File: src/rtl/core_ctl_pkg.sv
// rtl/core_ctl_pkg.sv - shared types and constants for the pipeline sequencing controller
package core_ctl_pkg;

  // Flush sequencer states
  typedef enum logic {
    IDLE  = 1'b0,
    FLUSH = 1'b1
  } state_t;

  // x0 is hardwired zero and never takes part in dependency tracking
  localparam logic [4:0] REG_X0 = 5'd0;

  localparam int NREG          = 32;
  localparam int CNT_W_DEF     = 2;
  localparam int FLUSH_CYC_DEF = 1;
  localparam int INFL_W        = 6;

  // True for any register that the scoreboard tracks
  function automatic logic reg_live(input logic [4:0] r);
    return r != REG_X0;
  endfunction

endpackage

File: src/rtl/pipe_ctl_if.sv
// rtl/pipe_ctl_if.sv - D-stage issue, W-stage retire and flush signalling bundle
interface pipe_ctl_if;
  import core_ctl_pkg::*;

  // D stage
  logic              d_valid;
  logic [4:0]        d_regA;
  logic [4:0]        d_regB;
  logic              d_useA;
  logic              d_useB;
  logic [4:0]        d_regD;
  logic              d_w_en;
  // A stage
  logic              a_ready;
  logic              br_en;
  // W stage
  logic              w_regfile;
  logic [4:0]        sel_regfile;
  // controller results
  logic              issue;
  logic              d_ready;
  logic              flush;
  logic [INFL_W-1:0] inflight;
  logic              sb_err;

  // Pipeline side: presents the instruction and retire information
  modport master (
    output d_valid, d_regA, d_regB, d_useA, d_useB, d_regD, d_w_en,
    output a_ready, br_en, w_regfile, sel_regfile,
    input  issue, d_ready, flush, inflight, sb_err
  );

  // Controller side
  modport slave (
    input  d_valid, d_regA, d_regB, d_useA, d_useB, d_regD, d_w_en,
    input  a_ready, br_en, w_regfile, sel_regfile,
    output issue, d_ready, flush, inflight, sb_err
  );

endinterface

File: src/rtl/sb_counter.sv
// rtl/sb_counter.sv - saturating per-register pending-write counter
module sb_counter #(
  parameter int CNT_W = 2
) (
  input  logic clock,
  input  logic reset,
  input  logic inc,
  input  logic dec,
  output logic zero,
  output logic full,
  output logic underflow
);

  localparam logic [CNT_W-1:0] CNT_MAX = '1;

  logic [CNT_W-1:0] count;
  logic             up;
  logic             down;

  assign zero      = (count == '0);
  assign full      = (count == CNT_MAX);
  // A retire against an empty count is a bookkeeping error and is dropped
  assign underflow = dec && zero;
  assign up        = inc && !full;
  assign down      = dec && !zero;

  // Simultaneous issue and retire cancel; the count neither wraps nor goes negative
  always_ff @(posedge clock or negedge reset) begin
    if (!reset) begin
      count <= '0;
    end else if (up && !down) begin
      count <= count + 1'b1;
    end else if (down && !up) begin
      count <= count - 1'b1;
    end
  end

endmodule

File: src/rtl/pipe_ctl.sv
// rtl/pipe_ctl.sv - scoreboard issue control and branch flush sequencing for the F/D/A/C/W core
module pipe_ctl #(
  parameter int NREG      = core_ctl_pkg::NREG,
  parameter int CNT_W     = core_ctl_pkg::CNT_W_DEF,
  parameter int FLUSH_CYC = core_ctl_pkg::FLUSH_CYC_DEF
) (
  input  logic      clock,
  input  logic      reset,
  pipe_ctl_if.slave bus
);
  import core_ctl_pkg::*;

  localparam logic [7:0] FLUSH_LOAD = 8'(FLUSH_CYC);

  logic [NREG-1:0]   zero;
  logic [NREG-1:0]   full;
  logic [NREG-1:0]   underflow;
  state_t            state;
  logic [7:0]        fl_cnt;
  logic [INFL_W-1:0] inflight_q;
  logic              sb_err_q;
  logic              hazard;
  logic              issue;
  logic              flush;
  logic              issue_w;
  logic              retire_ok;

  // x0 has no counter: it always reads as empty and can never be full
  assign zero[0]      = 1'b1;
  assign full[0]      = 1'b0;
  assign underflow[0] = 1'b0;

  for (genvar i = 1; i < NREG; i++) begin : g_sb
    sb_counter #(
      .CNT_W(CNT_W)
    ) u_cnt (
      .clock     (clock),
      .reset     (reset),
      .inc       (issue_w && (bus.d_regD == 5'(i))),
      .dec       (bus.w_regfile && (bus.sel_regfile == 5'(i))),
      .zero      (zero[i]),
      .full      (full[i]),
      .underflow (underflow[i])
    );
  end

  // Registered counts only: a retire this cycle releases a reader next cycle
  assign hazard = (bus.d_useA && reg_live(bus.d_regA) && !zero[bus.d_regA])
               || (bus.d_useB && reg_live(bus.d_regB) && !zero[bus.d_regB])
               || (bus.d_w_en && reg_live(bus.d_regD) &&  full[bus.d_regD]);

  assign flush     = bus.br_en || (state == FLUSH);
  // Holding issue during flush keeps wrong-path writers out of the scoreboard
  assign issue     = bus.d_valid && bus.a_ready && !hazard && !flush;
  assign issue_w   = issue && bus.d_w_en && reg_live(bus.d_regD);
  assign retire_ok = bus.w_regfile && reg_live(bus.sel_regfile) && !zero[bus.sel_regfile];

  assign bus.issue    = issue;
  assign bus.d_ready  = !bus.d_valid || issue;
  assign bus.flush    = flush;
  assign bus.inflight = inflight_q;
  assign bus.sb_err   = sb_err_q;

  // Flush sequencer: br_en cycle is flushed combinationally, FLUSH covers the tail
  always_ff @(posedge clock or negedge reset) begin
    if (!reset) begin
      state  <= IDLE;
      fl_cnt <= '0;
    end else begin
      case (state)
        IDLE: begin
          if (bus.br_en && (FLUSH_LOAD != 8'd0)) begin
            state  <= FLUSH;
            fl_cnt <= FLUSH_LOAD;
          end
        end
        FLUSH: begin
          if (bus.br_en) begin
            if (FLUSH_LOAD == 8'd0) begin
              state <= IDLE;
            end
            fl_cnt <= FLUSH_LOAD;
          end else if (fl_cnt <= 8'd1) begin
            state  <= IDLE;
            fl_cnt <= '0;
          end else begin
            fl_cnt <= fl_cnt - 8'd1;
          end
        end
        default: begin
          state  <= IDLE;
          fl_cnt <= '0;
        end
      endcase
    end
  end

  // Total pending writes: +1 per tracked issue, -1 per accepted retire
  always_ff @(posedge clock or negedge reset) begin
    if (!reset) begin
      inflight_q <= '0;
    end else begin
      inflight_q <= inflight_q + INFL_W'(issue_w) - INFL_W'(retire_ok);
    end
  end

  // Sticky record of any retire that found nothing pending
  always_ff @(posedge clock or negedge reset) begin
    if (!reset) begin
      sb_err_q <= 1'b0;
    end else if (|underflow) begin
      sb_err_q <= 1'b1;
    end
  end

endmodule

File: src/flat_wrapper.sv
// flat-port wrapper written by rule: the top's interface ports become plain ports
module pipe_ctl_flat import core_ctl_pkg::*;
#(
  parameter int NREG      = core_ctl_pkg::NREG,
  parameter int CNT_W     = core_ctl_pkg::CNT_W_DEF,
  parameter int FLUSH_CYC = core_ctl_pkg::FLUSH_CYC_DEF
)
  (clock, reset, bus_d_valid, bus_d_regA, bus_d_regB, bus_d_useA, bus_d_useB, bus_d_regD, bus_d_w_en, bus_a_ready, bus_br_en, bus_w_regfile, bus_sel_regfile, bus_issue, bus_d_ready, bus_flush, bus_inflight, bus_sb_err);
  pipe_ctl_if bus_i ();
  input  logic clock;
  input  logic reset;
  input wire logic [$bits(bus_i.d_valid)-1:0] bus_d_valid;
  input wire logic [$bits(bus_i.d_regA)-1:0] bus_d_regA;
  input wire logic [$bits(bus_i.d_regB)-1:0] bus_d_regB;
  input wire logic [$bits(bus_i.d_useA)-1:0] bus_d_useA;
  input wire logic [$bits(bus_i.d_useB)-1:0] bus_d_useB;
  input wire logic [$bits(bus_i.d_regD)-1:0] bus_d_regD;
  input wire logic [$bits(bus_i.d_w_en)-1:0] bus_d_w_en;
  input wire logic [$bits(bus_i.a_ready)-1:0] bus_a_ready;
  input wire logic [$bits(bus_i.br_en)-1:0] bus_br_en;
  input wire logic [$bits(bus_i.w_regfile)-1:0] bus_w_regfile;
  input wire logic [$bits(bus_i.sel_regfile)-1:0] bus_sel_regfile;
  output wire logic [$bits(bus_i.issue)-1:0] bus_issue;
  output wire logic [$bits(bus_i.d_ready)-1:0] bus_d_ready;
  output wire logic [$bits(bus_i.flush)-1:0] bus_flush;
  output wire logic [$bits(bus_i.inflight)-1:0] bus_inflight;
  output wire logic [$bits(bus_i.sb_err)-1:0] bus_sb_err;
  assign bus_i.d_valid = bus_d_valid;
  assign bus_i.d_regA = bus_d_regA;
  assign bus_i.d_regB = bus_d_regB;
  assign bus_i.d_useA = bus_d_useA;
  assign bus_i.d_useB = bus_d_useB;
  assign bus_i.d_regD = bus_d_regD;
  assign bus_i.d_w_en = bus_d_w_en;
  assign bus_i.a_ready = bus_a_ready;
  assign bus_i.br_en = bus_br_en;
  assign bus_i.w_regfile = bus_w_regfile;
  assign bus_i.sel_regfile = bus_sel_regfile;
  assign bus_issue = bus_i.issue;
  assign bus_d_ready = bus_i.d_ready;
  assign bus_flush = bus_i.flush;
  assign bus_inflight = bus_i.inflight;
  assign bus_sb_err = bus_i.sb_err;
  pipe_ctl #(.NREG(NREG), .CNT_W(CNT_W), .FLUSH_CYC(FLUSH_CYC)) u_core (.clock(clock), .reset(reset), .bus(bus_i));
endmodule
File: config.mk
export PLATFORM = sky130hd
export DESIGN_NAME = pipe_ctl_flat
export DESIGN_NICKNAME = d
export VERILOG_FILES = /design/src/rtl/core_ctl_pkg.sv /design/src/rtl/pipe_ctl_if.sv /design/src/rtl/sb_counter.sv /design/src/rtl/pipe_ctl.sv /design/src/flat_wrapper.sv
export SDC_FILE = /design/constraint.sdc
export NUM_CORES = 1
export LEC_CHECK = 0
export CAP_MARGIN = 40
export CORE_MARGIN = 2
export CORE_UTILIZATION = 60
export CTS_CLUSTER_SIZE = 14
export DETAILED_ROUTE_END_ITERATION = 7
export PLACE_DENSITY = 0.79
export SLEW_MARGIN = 25
export SYNTH_ARGS = -nofsm -noshare
export SYNTH_HDL_FRONTEND = slang
export SYNTH_SLANG_ARGS = --single-unit
File: constraint.sdc
create_clock -name clock -period 9.6 [get_ports clock]
set_clock_uncertainty 0.05 [all_clocks]
set_input_delay 1.92 -clock clock [delete_from_list [all_inputs] [get_ports clock]]
set_output_delay 1.92 -clock clock [all_outputs]
set_load 0.005 [all_outputs]
**Yosys cells after proc, flatten, opt, wreduce, memory -nomap -nowiden**

Index checks and enable logic that the tools add are counted.
W data, S select, Z words.

- Word-level logic and storage cells: 709
- Output and inout port bits: 10
- Flip-flop bits (word level): 78

- Add/sub/neg operators: 65
- Eq/ne operators: 94
- $lt $le $gt $ge: 5
- Bitwise logic cells: 1
- Multiplexer cells: 78
- Reduce and logical (&&, ||, !) cells: 431

Operator list:

| cell | number |
|---|---|
| $logic_and A1 B1 Y1 | 230 |
| $eq A5 B5 Y1 const B | 32 |
| $logic_not A1 Y1 | 130 |
| $mux W2 | 62 |
| $eq A5 B4 Y1 const B | 16 |
| $add A2 B1 Y2 const B | 31 |
| $eq A2 B2 Y1 const B | 31 |
| $logic_not A2 Y1 | 31 |
| $reduce_bool A2 Y1 | 31 |
| $sub A2 B1 Y2 const B | 31 |
| $eq A5 B3 Y1 const B | 8 |
| $reduce_or A31 Y1 | 1 |
| $lt A5 B6 Y1 const B | 4 |
| $mux W8 | 3 |
| $bmux W1 S5 | 4 |
| $eq A5 B2 Y1 const B | 4 |
| $reduce_bool A5 Y1 | 4 |
| $pmux W8 S2 | 1 |
| $eq A5 B1 Y1 const B | 2 |
| $le A8 B1 Y1 const B | 1 |
| $sub A8 B1 Y8 const B | 1 |
| $mux W1 | 7 |
| $add A6 B1 Y6 | 1 |
| $sub A6 B1 Y6 | 1 |
| other kinds (4) | 7 |

**Logic depth before layout (Yosys ltp)**

- Depth in word-level cells: 18
- Gate-level depth with buffers: 16

**Hierarchy**

Synthesis repeated with hierarchy kept, for this count alone.

- Cell total of the unflattened synthesis: 710
- Area total of the unflattened synthesis: 6527.5 um^2

Modules (own cells, without submodules):

| module | cells an instance | instances | area each (um^2) |
|---|---|---|---|
| sb_counter | 12 | 31 | 121.4 |
| pipe_ctl | 338 | 1 | 2765.2 |

**Worst setup path after synthesis**

No wires, ideal clock.

- Path type: input port to output port
- Start: in bus_d_regD[0]
- End: out bus_d_ready
- Slack: 4.075 ns
- Required time: 7.630 ns
- Stages: 10
- Path buffers: 3
- Data arrival time: 3.555 ns
- Cell sequence: buf_4 > buf_6 > nand3_1 > a21oi_1 > a2111oi_0 > nor4_1 > nor4_2 > nand4_2 > buf_2 > nand2_1

- Longest elaborated chain between the ends: 8
- Elaborated cells between the ends (all ways): 10

Ends and longest elaborated chain:

| what | RTL line | RTL |
|---|---|---|
| from (decl) | flat_wrapper.sv:17 | `input wire logic [$bits(bus_i.d_regD)-1:0] bus_d_regD;` |
| $bmux W1 S5 or $reduce_bool A5 Y1 (tied branches) | pipe_ctl.sv:50, core_ctl_pkg.sv:20 |  |
| $mux W1 (not written as such) or $logic_and A1 B1 Y1 (tied branches) | pipe_ctl.sv:50 | `\|\| (bus.d_w_en && reg_live(bus.d_regD) && full[bus.d_regD]);` |
| $logic_and A1 B1 Y1 * | pipe_ctl.sv:50 |  |
| $logic_or A1 B1 Y1 * | pipe_ctl.sv:50 |  |
| $logic_not A1 Y1 * | pipe_ctl.sv:54 | `assign issue = bus.d_valid && bus.a_ready && !hazard && !flush;` |
| $logic_and A1 B1 Y1 * (2 in a row) | pipe_ctl.sv:54 |  |
| $logic_or A1 B1 Y1 * | pipe_ctl.sv:59 | `assign bus.d_ready = !bus.d_valid \|\| issue;` |
| to (decl) | flat_wrapper.sv:24 | `output wire logic [$bits(bus_i.d_ready)-1:0] bus_d_ready;` |

Every way passes the cells marked *; elsewhere a longest branch is shown, timed or not. The select of a mux whose other input is x is not followed.

**Worst setup path after layout**

Same ends and word-level chain as after synthesis.

==> metrics.md <==
| Metric | Value |
|---|---|
| Final Hold Vio Count | `0` |
| Tightest Pin Transition | `794 ps` |
| Post-synth EDFFs | `0` |
| Dpl ws | `about 1800 ps` |
| Cells after synthesis | `about 700` |
| Register area share after synthesis | `0.311` |
| Via Count | `around 5.5k` |
| Pre-antenna DRT Iters | `6` |
| Leakage | `3.08 nW` |
| Setup-failing EPs final | `0` |
| Yosys Warn Count | `0` |
| Ys flop type | `dfrtp_1` |
| # Post-CTS Setup Buffers | `0` |
| FP Rows | `37` |
| FF-to-FF End | `u_core.g_sb[27].u_cnt.count[1]$_DFFE_PN0P_` |
| Root Buffer | `clkbuf_8` |
| Post-route antenna net violation count | `0` |
| Routed WL per cell | `between 20 and 25 microns` |
| RSZ-0062 raised after global routing | `false` |
| PwrDens | `around 190 nW/um^2` |
| Synth area leaders | `dfrtp_1 31%, xor2_1 8.9%, ha_1 7.8%` |
| IO Pins | `39` |
| Post-DP Area | `just under 7000 sq um` |
| R2R Setup Slk | `5630 ps` |
| Max H-tree Level | `3` |
| Via count of the first global-routing pass | `5462` |
| Post-route cell area | `7000 sq um` |
| Fin cells | `between 800 and 900` |
| Core area | `10200 sq um` |
| Die width | `106 microns` |
| Fmax | `roughly 0.13 GHz` |
| First-pass GRT wire length | `between 20000 and 30000 microns` |
| Worst skew pair latency | `~360 ps` |
| Worst-case clock buffer depth | `2` |
| Dpl cells | `~840` |
| Class of the worst hold path | `flop to flop` |
| Drt first-iter violations | `between 500 and 600` |
| Area grow syn2layout | `11.5%` |
| Largest area contributor in the netlist | `dfrtp_1` |
| Critical R2R Launch | `u_core.g_sb[16].u_cnt.count[0]$_DFFE_PN0P_` |
| Final nets | `784` |
| Crit-path max FO | `20` |
| Crit path capture type | `output port` |
| Full die area | `between 10000 and 15000 sq um` |
| CTS tree | `done` |
| Cells on worst reg2reg path | `12` |
| Post-route minimum period | `about 7800 ps` |
| Hold WS | `~430 ps` |
| Fin util | `0.684` |
| Largest net degree at the start of global routing | `42` |
| Clk slew on worst S/H paths | `80 ps` |
| Worst IR Drop VDD | `between 150 and 200 uV` |
| Grt ovf | `0` |
| Worst setup SP type | `primary input` |
| Setup CP Type | `primary input to output port` |
| Detailed Route WL | `17800 microns` |
| Fill cells | `815` |
| Yosys top cell area share | `0.311` |
| ANT cells | `0` |
| Layout cells sized above 1 | `0.110` |
| Num CTS Buffers | `9` |
| Starting Density | `0.614` |
| Number of remaining DRC errors | `0` |
| CTS Sinks | `between 70 and 80` |
| Die Y | `about 110 microns` |
| Syn_nets | `around 760` |
| Status | `completed` |
| Setup TNS | `0 ps` |
| PortBufs | `38` |
| Avg Inst Size Synth | `between 9 and 10 sq um` |
| Initial antenna violation count | `0` |
| Hold Path Origin | `u_core.fl_cnt[7]$_DFFE_PN0P_` |
| Detail Placement HPWL | `approximately 13000 microns` |
| Final period util | `0.817` |
| Synth async-reset ratio | `1.00` |
| Worst path arrival time | `around 5900 ps` |
| Post-cts hold buffer count | `0` |
| Post_cts resized | `0` |
| Slew headroom | `0.471` |
| Post-Synthesis Cell Area | `between 6000 and 7000 sq um` |
| WHS Path Cells | `1` |
| Max Slew Vio Count | `0` |
| GRT Overall Usage | `0.336` |
| Setup WS post-layout | `1750 ps` |
| MaxCap Viol Count | `0` |
| Power Total | `1.34 mW` |
| Vias per cell | `around 6.4` |
| Yosys reg bits | `~80` |
| Synth cell types | `roughly 60` |
| RD Place Congestion | `approximately 1.0` |
| CP required | `roughly 7600 ps` |
| Hold endpoint | `u_core.fl_cnt[7]$_DFFE_PN0P_` |
-- sequential cells by signal (all words and copies together) (netlist names) --
name                     cells
u_core.state                 1
u_core.g_sb.u_cnt.count     62
u_core.bus.inflight          6
u_core.fl_cnt                8
u_core.bus.sb_err            1
-- final cells by class --
class	count	area (sq um)	area share
Clock buffer	9	124	0.0177
Clock inverter	7	121	0.0173
Inverter	17	63.8	0.00912
Multi-Input combinational cell	563	4120	0.588
Sequential cell	78	1950	0.279
Tap cell	136	170	0.0243
Timing Repair Buffer	46	453	0.0647
-- synth_stat cells, types with 7 or more instances --
| library cell | instances |
|---|---|
| a211oi_1 | 8 |
| nor4b_2 | 10 |
| clkbuf_1 | 20 |
| xor2_1 | 64 |
| nand2_1 | 76 |
| nand3b_1 | 15 |
| nor4b_1 | 8 |
| nor4_2 | 12 |
| a21oi_1 | 30 |
| buf_2 | 7 |
| ha_1 | 39 |
| dfrtp_1 | 78 |
| or2_1 | 8 |
| nor2_1 | 90 |
| mux4_2 | 18 |
| o21ai_0 | 19 |
| nand3_1 | 19 |
| xnor2_1 | 35 |
| nor3b_1 | 8 |
| nand2b_1 | 9 |
| nor4_1 | 7 |
| inv_1 | 14 |
| nor3_1 | 18 |
-- worst max-delay path, cell delays in order --
cell and delay, ps:
clkdlybuf4s50_1 770, nand2b_1 780, o21bai_1 160, a2111oi_0 380, nor4_1 130, nor4_2 320, nand4_2 640, nand2_1 250
clkdlybuf4s50_1 530
-- worst max path at each step --
stage / from / to / slack [ps] / depth (start not counted)
floorplan: bus_d_regD[0] / bus_d_ready / 4080 / 10
global placement: bus_d_regD[0] / bus_d_ready / 1930 / 9
detailed placement: bus_d_regD[0] / bus_d_ready / 1840 / 9
CTS: bus_d_regD[0] / bus_d_ready / 1790 / 9
global route: bus_d_regD[0] / bus_d_ready / 1520 / 9
finish: bus_d_regD[0] / bus_d_ready / 1750 / 9
-- report_power, final --
part / internal (mW) / total (mW) / switching, mW / leakage [nW]
clock network: 0.174 / 0.308 / 0.134 / 0.124
logic: 0.238 / 0.532 / 0.295 / 1.92
registers: 0.409 / 0.504 / 0.0948 / 1.04
-- cells in the final DEF, fill, tap and decap left out, types with 9 or more instances in the layout --
cell type	synthesis	final
nand3_1	19	19
a21oi_1	30	30
nor3_1	18	18
dfrtp_1	78	78
ha_1	39	39
nand2b_1	9	9
nor4b_2	10	10
nor4_2	12	12
inv_1	14	14
nor2_1	90	89
o21ai_0	19	19
nand3b_1	15	15
xnor2_1	35	35
clkdlybuf4s50_1	0	37
nand2_1	76	76
mux4_2	18	18
clkbuf_8	0	9
xor2_1	64	64
-- logic make-up (layout without fill, tap and decap cells) --
logic type,Yosys count,after routing,synth area share
AO/OA/AOI/OAI,99,99,0.100
XOR/XNOR,99,99,0.138
adder cells (fa/ha/maj),40,40,0.0809
buffers and inverters,49,79,0.0343
flip-flops,78,78,0.311
multiplexers,20,20,0.0681
AND/OR/NAND/NOR,305,305,0.268
-- per-layer routing --
| metal | GRT usage | share of wire | vias to the layer above |
|---|---|---|---|
| met3 | 0.0521 | 0.087 | 62 |
| met2 | 0.538 | 0.47 | 294 |
| met1 | 0.461 | 0.41 | 2649 |
| met4 | 0.128 | 0.036 | 0 |
| met5 | 0 | 0 | - |
| li1 | - | - | 2504 |
Note: power is estimated with default switching activity, not from simulation.
